### config.mk
export PLATFORM = sky130hd
export DESIGN_NAME = mem_lsu_flat
export DESIGN_NICKNAME = d
export VERILOG_FILES = /design/src/rtl/lsu_pkg.sv /design/src/rtl/mem_lsu_if.sv /design/src/rtl/lsu_align.sv /design/src/rtl/mem_lsu.sv /design/src/flat_wrapper.sv
export SDC_FILE = /design/constraint.sdc
export NUM_CORES = 1
export LEC_CHECK = 0
export ABC_AREA = 1
export BUFFER_PORTS_ARGS = -buffer_cell sky130_fd_sc_hd__buf_2
export CAP_MARGIN = 0
export CORE_MARGIN = 2
export CORE_UTILIZATION = 54
export CTS_BUF_LIST = sky130_fd_sc_hd__clkbuf_4 sky130_fd_sc_hd__clkbuf_8 sky130_fd_sc_hd__clkbuf_16
export CTS_CLUSTER_SIZE = 8
export DETAILED_ROUTE_END_ITERATION = 8
export MAX_ROUTING_LAYER = met4
export PLACE_DENSITY = 0.87
export SYNTH_ARGS = -nofsm -noshare
export SYNTH_HDL_FRONTEND = slang
export SYNTH_SLANG_ARGS = --single-unit
export TNS_END_PERCENT = 50
### constraint.sdc
create_clock -name clk -period 2.31 [get_ports clk]
set_input_delay 0.3465 -clock clk [delete_from_list [all_inputs] [get_ports clk]]
set_output_delay 0.3465 -clock clk [all_outputs]
set_load 0.02 [all_outputs]
### src/rtl/lsu_pkg.sv
// Shared types for the load/store unit: access sizes, FSM states and the latched request.
package lsu_pkg;

    localparam int WORD_OFF_BITS = 2;

    typedef enum logic [1:0] {SZ_B, SZ_H, SZ_W, SZ_BAD} lsu_size_e;

    typedef enum logic [2:0] {IDLE, RD, CAP, WR, RESP} lsu_state_e;

    typedef struct packed {
        logic                     we;
        lsu_size_e                size;
        logic                     uns;
        logic [WORD_OFF_BITS-1:0] off;
        logic [31:0]              wdata;
    } lsu_req_t;

endpackage

### src/rtl/mem_lsu_if.sv
// Request/response channel from the execute stage, and the single-port word memory bus.
interface mem_lsu_if;
    logic        req_valid;
    logic        req_ready;
    logic        req_we;
    logic [1:0]  req_size;
    logic        req_unsigned;
    logic [31:0] req_addr;
    logic [31:0] req_wdata;
    logic        rsp_valid;
    logic        rsp_ready;
    logic [31:0] rsp_rdata;
    logic        rsp_err;

    modport master (
        output req_valid, req_we, req_size, req_unsigned, req_addr, req_wdata, rsp_ready,
        input  req_ready, rsp_valid, rsp_rdata, rsp_err
    );
    modport slave (
        input  req_valid, req_we, req_size, req_unsigned, req_addr, req_wdata, rsp_ready,
        output req_ready, rsp_valid, rsp_rdata, rsp_err
    );
endinterface

interface lsu_mem_if #(parameter int DATA_W = 32);
    logic [31:0]       mem_addr;
    logic [DATA_W-1:0] mem_wdata;
    logic              mem_rw;
    logic [31:0]       mem_rdata;

    modport master (output mem_addr, mem_wdata, mem_rw, input mem_rdata);
    modport slave  (input mem_addr, mem_wdata, mem_rw, output mem_rdata);
endinterface

### src/rtl/lsu_align.sv
// Combinational lane logic: sub-word load extraction/extension and sub-word store merge.
module lsu_align
    import lsu_pkg::*;
(
    input  logic [31:0]              word,
    input  logic [WORD_OFF_BITS-1:0] off,
    input  lsu_size_e                size,
    input  logic                     uns,
    input  logic [31:0]              wdata,
    output logic [31:0]              load_val,
    output logic [31:0]              store_word
);

    logic [3:0][7:0] lanes;
    logic [3:0][7:0] wlanes;
    logic [3:0][7:0] merged;
    logic [7:0]      b;
    logic [15:0]     h;

    assign lanes  = word;
    assign wlanes = wdata;
    assign b      = lanes[off];
    assign h      = off[1] ? word[31:16] : word[15:0];

    always_comb begin
        load_val = '0;
        case (size)
            SZ_B:    load_val = uns ? {24'h0, b} : {{24{b[7]}}, b};
            SZ_H:    load_val = uns ? {16'h0, h} : {{16{h[15]}}, h};
            SZ_W:    load_val = word;
            default: load_val = '0;
        endcase
    end

    // Only the addressed lanes take new data; the rest keep the word read back from memory.
    always_comb begin
        merged = lanes;
        for (int i = 0; i < 4; i++) begin
            case (size)
                SZ_B:    if (off == 2'(i)) merged[i] = wlanes[0];
                SZ_H:    if (off[1] == i[1]) merged[i] = wlanes[i % 2];
                SZ_W:    merged[i] = wlanes[i];
                default: ;
            endcase
        end
    end

    assign store_word = merged;

endmodule

### src/rtl/mem_lsu.sv
// Load/store initiator for a byte-enable-less word memory; sub-word stores go read-modify-write.
module mem_lsu
    import lsu_pkg::*;
#(
    parameter int MEM_ADDR_W = 8,
    parameter int DATA_W     = 32
) (
    input  logic      clk,
    input  logic      reset,
    mem_lsu_if.slave  lsu,
    lsu_mem_if.master mem
);

    lsu_state_e  state;
    lsu_req_t    rq;
    lsu_size_e   req_size;
    logic [31:0] word_q;
    logic [31:0] mem_addr_q;
    logic [31:0] load_val;
    logic [31:0] merged;
    logic        rsp_valid_q;
    logic        rsp_err_q;
    logic        accept;
    logic        req_err;

    assign req_size      = lsu_size_e'(lsu.req_size);
    assign lsu.req_ready = (state == IDLE) && !reset;
    assign accept        = lsu.req_valid && lsu.req_ready;

    // Out-of-range means any word-index bit above the memory depth is set.
    assign req_err = (req_size == SZ_BAD)
                  || (req_size == SZ_H && lsu.req_addr[0])
                  || (req_size == SZ_W && lsu.req_addr[1:0] != 2'b00)
                  || (|lsu.req_addr[31:MEM_ADDR_W+WORD_OFF_BITS]);

    always_ff @(posedge clk) begin
        if (reset) begin
            state       <= IDLE;
            rq          <= '0;
            word_q      <= '0;
            mem_addr_q  <= '0;
            rsp_valid_q <= 1'b0;
            rsp_err_q   <= 1'b0;
        end else begin
            case (state)
                IDLE: if (accept) begin
                    rq <= '{we: lsu.req_we, size: req_size, uns: lsu.req_unsigned,
                            off: lsu.req_addr[WORD_OFF_BITS-1:0], wdata: lsu.req_wdata};
                    if (req_err) begin
                        state       <= RESP;
                        rsp_valid_q <= 1'b1;
                        rsp_err_q   <= 1'b1;
                    end else begin
                        mem_addr_q <= {2'b00, lsu.req_addr[31:WORD_OFF_BITS]};
                        state      <= (lsu.req_we && req_size == SZ_W) ? WR : RD;
                    end
                end
                RD:  state <= CAP;
                CAP: begin
                    word_q <= mem.mem_rdata;
                    if (rq.we) begin
                        state <= WR;
                    end else begin
                        state       <= RESP;
                        rsp_valid_q <= 1'b1;
                    end
                end
                WR: begin
                    state       <= RESP;
                    rsp_valid_q <= 1'b1;
                end
                RESP: if (lsu.rsp_ready) begin
                    state       <= IDLE;
                    rsp_valid_q <= 1'b0;
                    rsp_err_q   <= 1'b0;
                end
                default: state <= IDLE;
            endcase
        end
    end

    lsu_align u_align (
        .word       (word_q),
        .off        (rq.off),
        .size       (rq.size),
        .uns        (rq.uns),
        .wdata      (rq.wdata),
        .load_val   (load_val),
        .store_word (merged)
    );

    // Response data is taken from the captured word, which holds still for the whole RESP state.
    assign lsu.rsp_valid = rsp_valid_q;
    assign lsu.rsp_err   = rsp_err_q;
    assign lsu.rsp_rdata = (state == RESP && !rq.we && !rsp_err_q) ? load_val : '0;

    assign mem.mem_addr  = mem_addr_q;
    assign mem.mem_wdata = (state == WR) ? DATA_W'(merged) : '0;
    assign mem.mem_rw    = (state == WR) && !reset;

endmodule
### src/flat_wrapper.sv
// flat-port wrapper written by rule: the top's interface ports become plain ports
module mem_lsu_flat import lsu_pkg::*;
#(
    parameter int MEM_ADDR_W = 8,
    parameter int DATA_W     = 32
)
  (clk, reset, lsu_req_valid, lsu_req_we, lsu_req_size, lsu_req_unsigned, lsu_req_addr, lsu_req_wdata, lsu_rsp_ready, lsu_req_ready, lsu_rsp_valid, lsu_rsp_rdata, lsu_rsp_err, mem_mem_addr, mem_mem_wdata, mem_mem_rw, mem_mem_rdata);
  mem_lsu_if lsu_i ();
  lsu_mem_if #(.DATA_W(DATA_W)) mem_i ();
  input  logic clk;
  input  logic reset;
  input wire logic [$bits(lsu_i.req_valid)-1:0] lsu_req_valid;
  input wire logic [$bits(lsu_i.req_we)-1:0] lsu_req_we;
  input wire logic [$bits(lsu_i.req_size)-1:0] lsu_req_size;
  input wire logic [$bits(lsu_i.req_unsigned)-1:0] lsu_req_unsigned;
  input wire logic [$bits(lsu_i.req_addr)-1:0] lsu_req_addr;
  input wire logic [$bits(lsu_i.req_wdata)-1:0] lsu_req_wdata;
  input wire logic [$bits(lsu_i.rsp_ready)-1:0] lsu_rsp_ready;
  output wire logic [$bits(lsu_i.req_ready)-1:0] lsu_req_ready;
  output wire logic [$bits(lsu_i.rsp_valid)-1:0] lsu_rsp_valid;
  output wire logic [$bits(lsu_i.rsp_rdata)-1:0] lsu_rsp_rdata;
  output wire logic [$bits(lsu_i.rsp_err)-1:0] lsu_rsp_err;
  output wire logic [$bits(mem_i.mem_addr)-1:0] mem_mem_addr;
  output wire logic [$bits(mem_i.mem_wdata)-1:0] mem_mem_wdata;
  output wire logic [$bits(mem_i.mem_rw)-1:0] mem_mem_rw;
  input wire logic [$bits(mem_i.mem_rdata)-1:0] mem_mem_rdata;
  assign lsu_i.req_valid = lsu_req_valid;
  assign lsu_i.req_we = lsu_req_we;
  assign lsu_i.req_size = lsu_req_size;
  assign lsu_i.req_unsigned = lsu_req_unsigned;
  assign lsu_i.req_addr = lsu_req_addr;
  assign lsu_i.req_wdata = lsu_req_wdata;
  assign lsu_i.rsp_ready = lsu_rsp_ready;
  assign lsu_req_ready = lsu_i.req_ready;
  assign lsu_rsp_valid = lsu_i.rsp_valid;
  assign lsu_rsp_rdata = lsu_i.rsp_rdata;
  assign lsu_rsp_err = lsu_i.rsp_err;
  assign mem_mem_addr = mem_i.mem_addr;
  assign mem_mem_wdata = mem_i.mem_wdata;
  assign mem_mem_rw = mem_i.mem_rw;
  assign mem_i.mem_rdata = mem_mem_rdata;
  mem_lsu #(.MEM_ADDR_W(MEM_ADDR_W), .DATA_W(DATA_W)) u_core (.clk(clk), .reset(reset), .lsu(lsu_i), .mem(mem_i));
endmodule
==> metrics.md <==
| Metric | Value |
|---|---|
| Yosys warning count | 0 |
| Die height | 104.4 µm |
| Largest net degree at the start of global routing | 57 |
| Post-synthesis cell type count | 31 |
| Critical Path Source Type | register |
| CTS tree | built |
| Via count | 6376 |
| Final min period | 2.374 ns |
| Most used cell, CP | buf_4 |
| Top delay family on crit path | compound AO/OA/AOI/OAI gates |
| Worst hold path type | in -> reg |
| Die width | 104.4 µm |
| Final worst-path cycle share | 102.8% |
| P&R area growth vs syn | 29.12% |
| PwrDens | 522.7 mW/mm² |
| Max Freq | 421.3 MHz |
| Gate Count Post-Synth | 824 |
| 1st-iter DRT viols | 732 |
| Fin worst setup slack | -0.06371 ns |
| Detailed-route wire length per cell | 15.64 µm |
| DP Wirelength | 12510 µm |
| Area after DPL | 0.006540 mm² |
| Final Instance Count excl. Fillers | 1150 |
| Reg-to-Reg Start | u_core.state[0]$_SDFFE_PP0P_ |
| # port buffers | 201 |
| CP Data Arrival Time | 2.03 ns |
| Lkg Pwr | 3.349 nW |
| CP max stage delay | 0.40 ns |
| Number of global-route vias before repair | 5790 |
| Die area | 0.01089 mm² |
| Overflow left after global routing | 0 |
| Clock-pin slew on the worst setup and hold paths | 0.11 ns |
| Top FF cell, synth | dfxtp_1 |
| Top Ports | 204 |
| CP bufs+invs | 3 |
| Gp weighted congestion | 0.9545 |
| CORE AREA | 0.009774 mm² |
| DRC Markers | 0 |
| Max-cap viol count | 0 |
| H-tree Lvls | 3 |
| Critical hold path startpoint | lsu_req_wdata[28] |
| Hold endpoint | u_core.rq[28]$_SDFFE_PP0P_ |
| Final antenna-violating net count | 0 |
| EDFF count, synth | 0 |
| Final net count | 1116 |
| Synth top cells by count | nand2_1, a21oi_1, inv_1, o21ai_0, dfxtp_1 |
| TNS Setup | -0.3557 ns |
| Pre-CTS WS | 0.2019 ns |
| Cells along the critical path | inv_4, nor2_4, a22oi_2, o211ai_1, buf_4, nand3_4, a21oi_2, buf_4 |
| CTS Buf Count | 9 |
| Final core utilization | 71.86% |
| Cts-stage hold buffer count | 0 |
| Maximum buffer depth of the clock tree | 2 |
| R2R Setup Slk | 0.47 ns |
| Final setup fails | 12 |
| Yosys top cell by area | dfxtp_1 |
| RSZ-0062 raised after global routing | true |
| Reg2Reg Depth | 8 |
| Power Total | 3.672 mW |
| Syn_area_per_cell | 6.602 µm² |
| Synth area leaders | dfxtp_1, a21oi_1, o21ai_0 |
| Setup Crit Path Kind | reg -> out |
| Starting Density | 55.66% |
| Global-route wire length before repair | 26630 µm |
| Outcome | complete, but fails checks |
| Vias per inst | 5.544 |
| Layout cells sized above 1 | 28.61% |
| Clock root buffer master | clkbuf_8 |
| CTS Sinks | 105 |
| CP Max Fanout | 6 |
| Fin. Hold Viols | 0 |
| Final wirelength | 17980 µm |
| Clock Skews | 0.01456 ns |
| Peak VDD IR | 0.0004364 V |
| Worst skew pair latency | 0.38 ns |
| GRT Overall Usage | 30.63% |
| Sequential share of the synthesized area | 38.64% |
| Crit. End Element | output pin |
| DR pass1 iterations | 8 |
| Ys async rst share | 0% |
| CP max-delay cell | dfxtp_4 |
| Count leader, synth | nand2_1 |
| # rows | 36 |
| Cells after DPL | 1127 |
| Post-synthesis cell area | 0.005440 mm² |
| Reg2reg end | u_core.mem.mem_addr[0]$_SDFFE_PP0P_ |
| Min-Delay Path Depth | 3 |
| Synth top area share | 38.64% |
| Pins Over Slew Limit | 0 |
| Final instance area | 0.007024 mm² |
| Worst EP required | 1.96 ns |
| Failing checks | setup timing |
| WHS | 0.1558 ns |
| FF+latch count, synth | 105 |
| # diodes | 0 |
| Initial antenna violation count | 0 |
how the worst max path moves through the flow:
| stage | depth (start not counted) | to | start | slack (ns) |
|---|---|---|---|---|
| floorplan | 10 | lsu_rsp_rdata[5] | u_core.rq[35]$_SDFFE_PP0P_ | 0.42 |
| global placement | 8 | lsu_rsp_rdata[28] | u_core.rq[36]$_SDFFE_PP0P_ | 0.25 |
| detailed placement | 6 | lsu_rsp_rdata[3] | u_core.rq[36]$_SDFFE_PP0P_ | 0.20 |
| CTS | 6 | lsu_rsp_rdata[16] | u_core.rq[33]$_SDFFE_PP0P_ | -0.03 |
| global route | 7 | lsu_rsp_rdata[2] | u_core.rq[33]$_SDFFE_PP0P_ | -0.16 |
| finish | 8 | lsu_rsp_rdata[17] | u_core.rq[32]$_SDFFE_PP0P_ | -0.06 |
kinds of logic after synthesis:
family          after synthesis  synth area share (%)
flops                       105                 38.64
other cells                   1               0.06893
simple gates                248                 19.20
buf+inv                     181                 13.43
compound gates              289                 28.66
cell type report:
type	count	area, µm²
multi-input cells	542	2783
well taps	133	166.4
inverters	131	501.7
repair buffers	223	1254
clock inverters	7	81.33
fillers	839	2750
flip-flops and latches	105	2115
clock buffers	9	123.9
cells in the final DEF (no fill, tap or decap), types with 2 or more instances in the layout:
cell type	instances
dfxtp_1	101
o21ai_1	12
nand2_4	2
inv_6	2
buf_2	186
inv_1	118
a31oi_1	8
a22oi_1	8
inv_4	2
nor2_1	59
o22ai_1	6
buf_12	3
nor2_4	7
inv_8	2
o21ai_4	3
o21ai_0	110
a21oi_1	112
inv_2	7
nand2_1	121
dfxtp_4	3
conb_1	2
clkbuf_8	9
o221ai_1	8
clkinv_8	2
nor2_2	3
nand2_2	5
o211ai_1	9
buf_6	2
clkinv_1	2
buf_4	32
nand3_4	3
a21oi_2	11
nand3_1	47
worst reg2reg max path, stage by stage (launching register included):
cell     delay (ns)
dfxtp_1        0.34
nor2_1         0.18
nand2_1        0.13
nor2_2         0.13
nand2_2        0.23
nor2_4         0.27
inv_2          0.23
nor2_1         0.16
nor2_1         0.06
metal layers:
layer	global-route usage, %	routed length (µm)	vias to the layer above
met2	49.86	8536	412
met3	6.704	1828	80
met4	11.20	686	0
li1	-	-	3081
met1	37.31	6932	2803
met5	-	0	-
flip-flops by register name (all words and copies together), names as in the netlist:
name and flops:
u_core.lsu.rsp_err 1, u_core.lsu.rsp_valid 1, u_core.mem.mem_addr 30, u_core.rq 38, u_core.state 3, u_core.word_q 32
where the power goes:
| part | leakage [nW] | internal (mW) | switching [mW] |
|---|---|---|---|
| Clock | 0.104 | 0.436 | 0.730 |
| Sequential | 0.856 | 1.87 | 0.0398 |
| Combinational | 2.39 | 0.208 | 0.389 |
| Total | 3.35 | 2.51 | 1.16 |
timing repair:
action                     4_1_cts  5_1_grt
resized for setup                6       60
buffers inserted                 0        4
pin swaps                        0        8
gates cloned                     0        3
setup endpoints to repair       50       59
(Power assumes the default switching activity.)
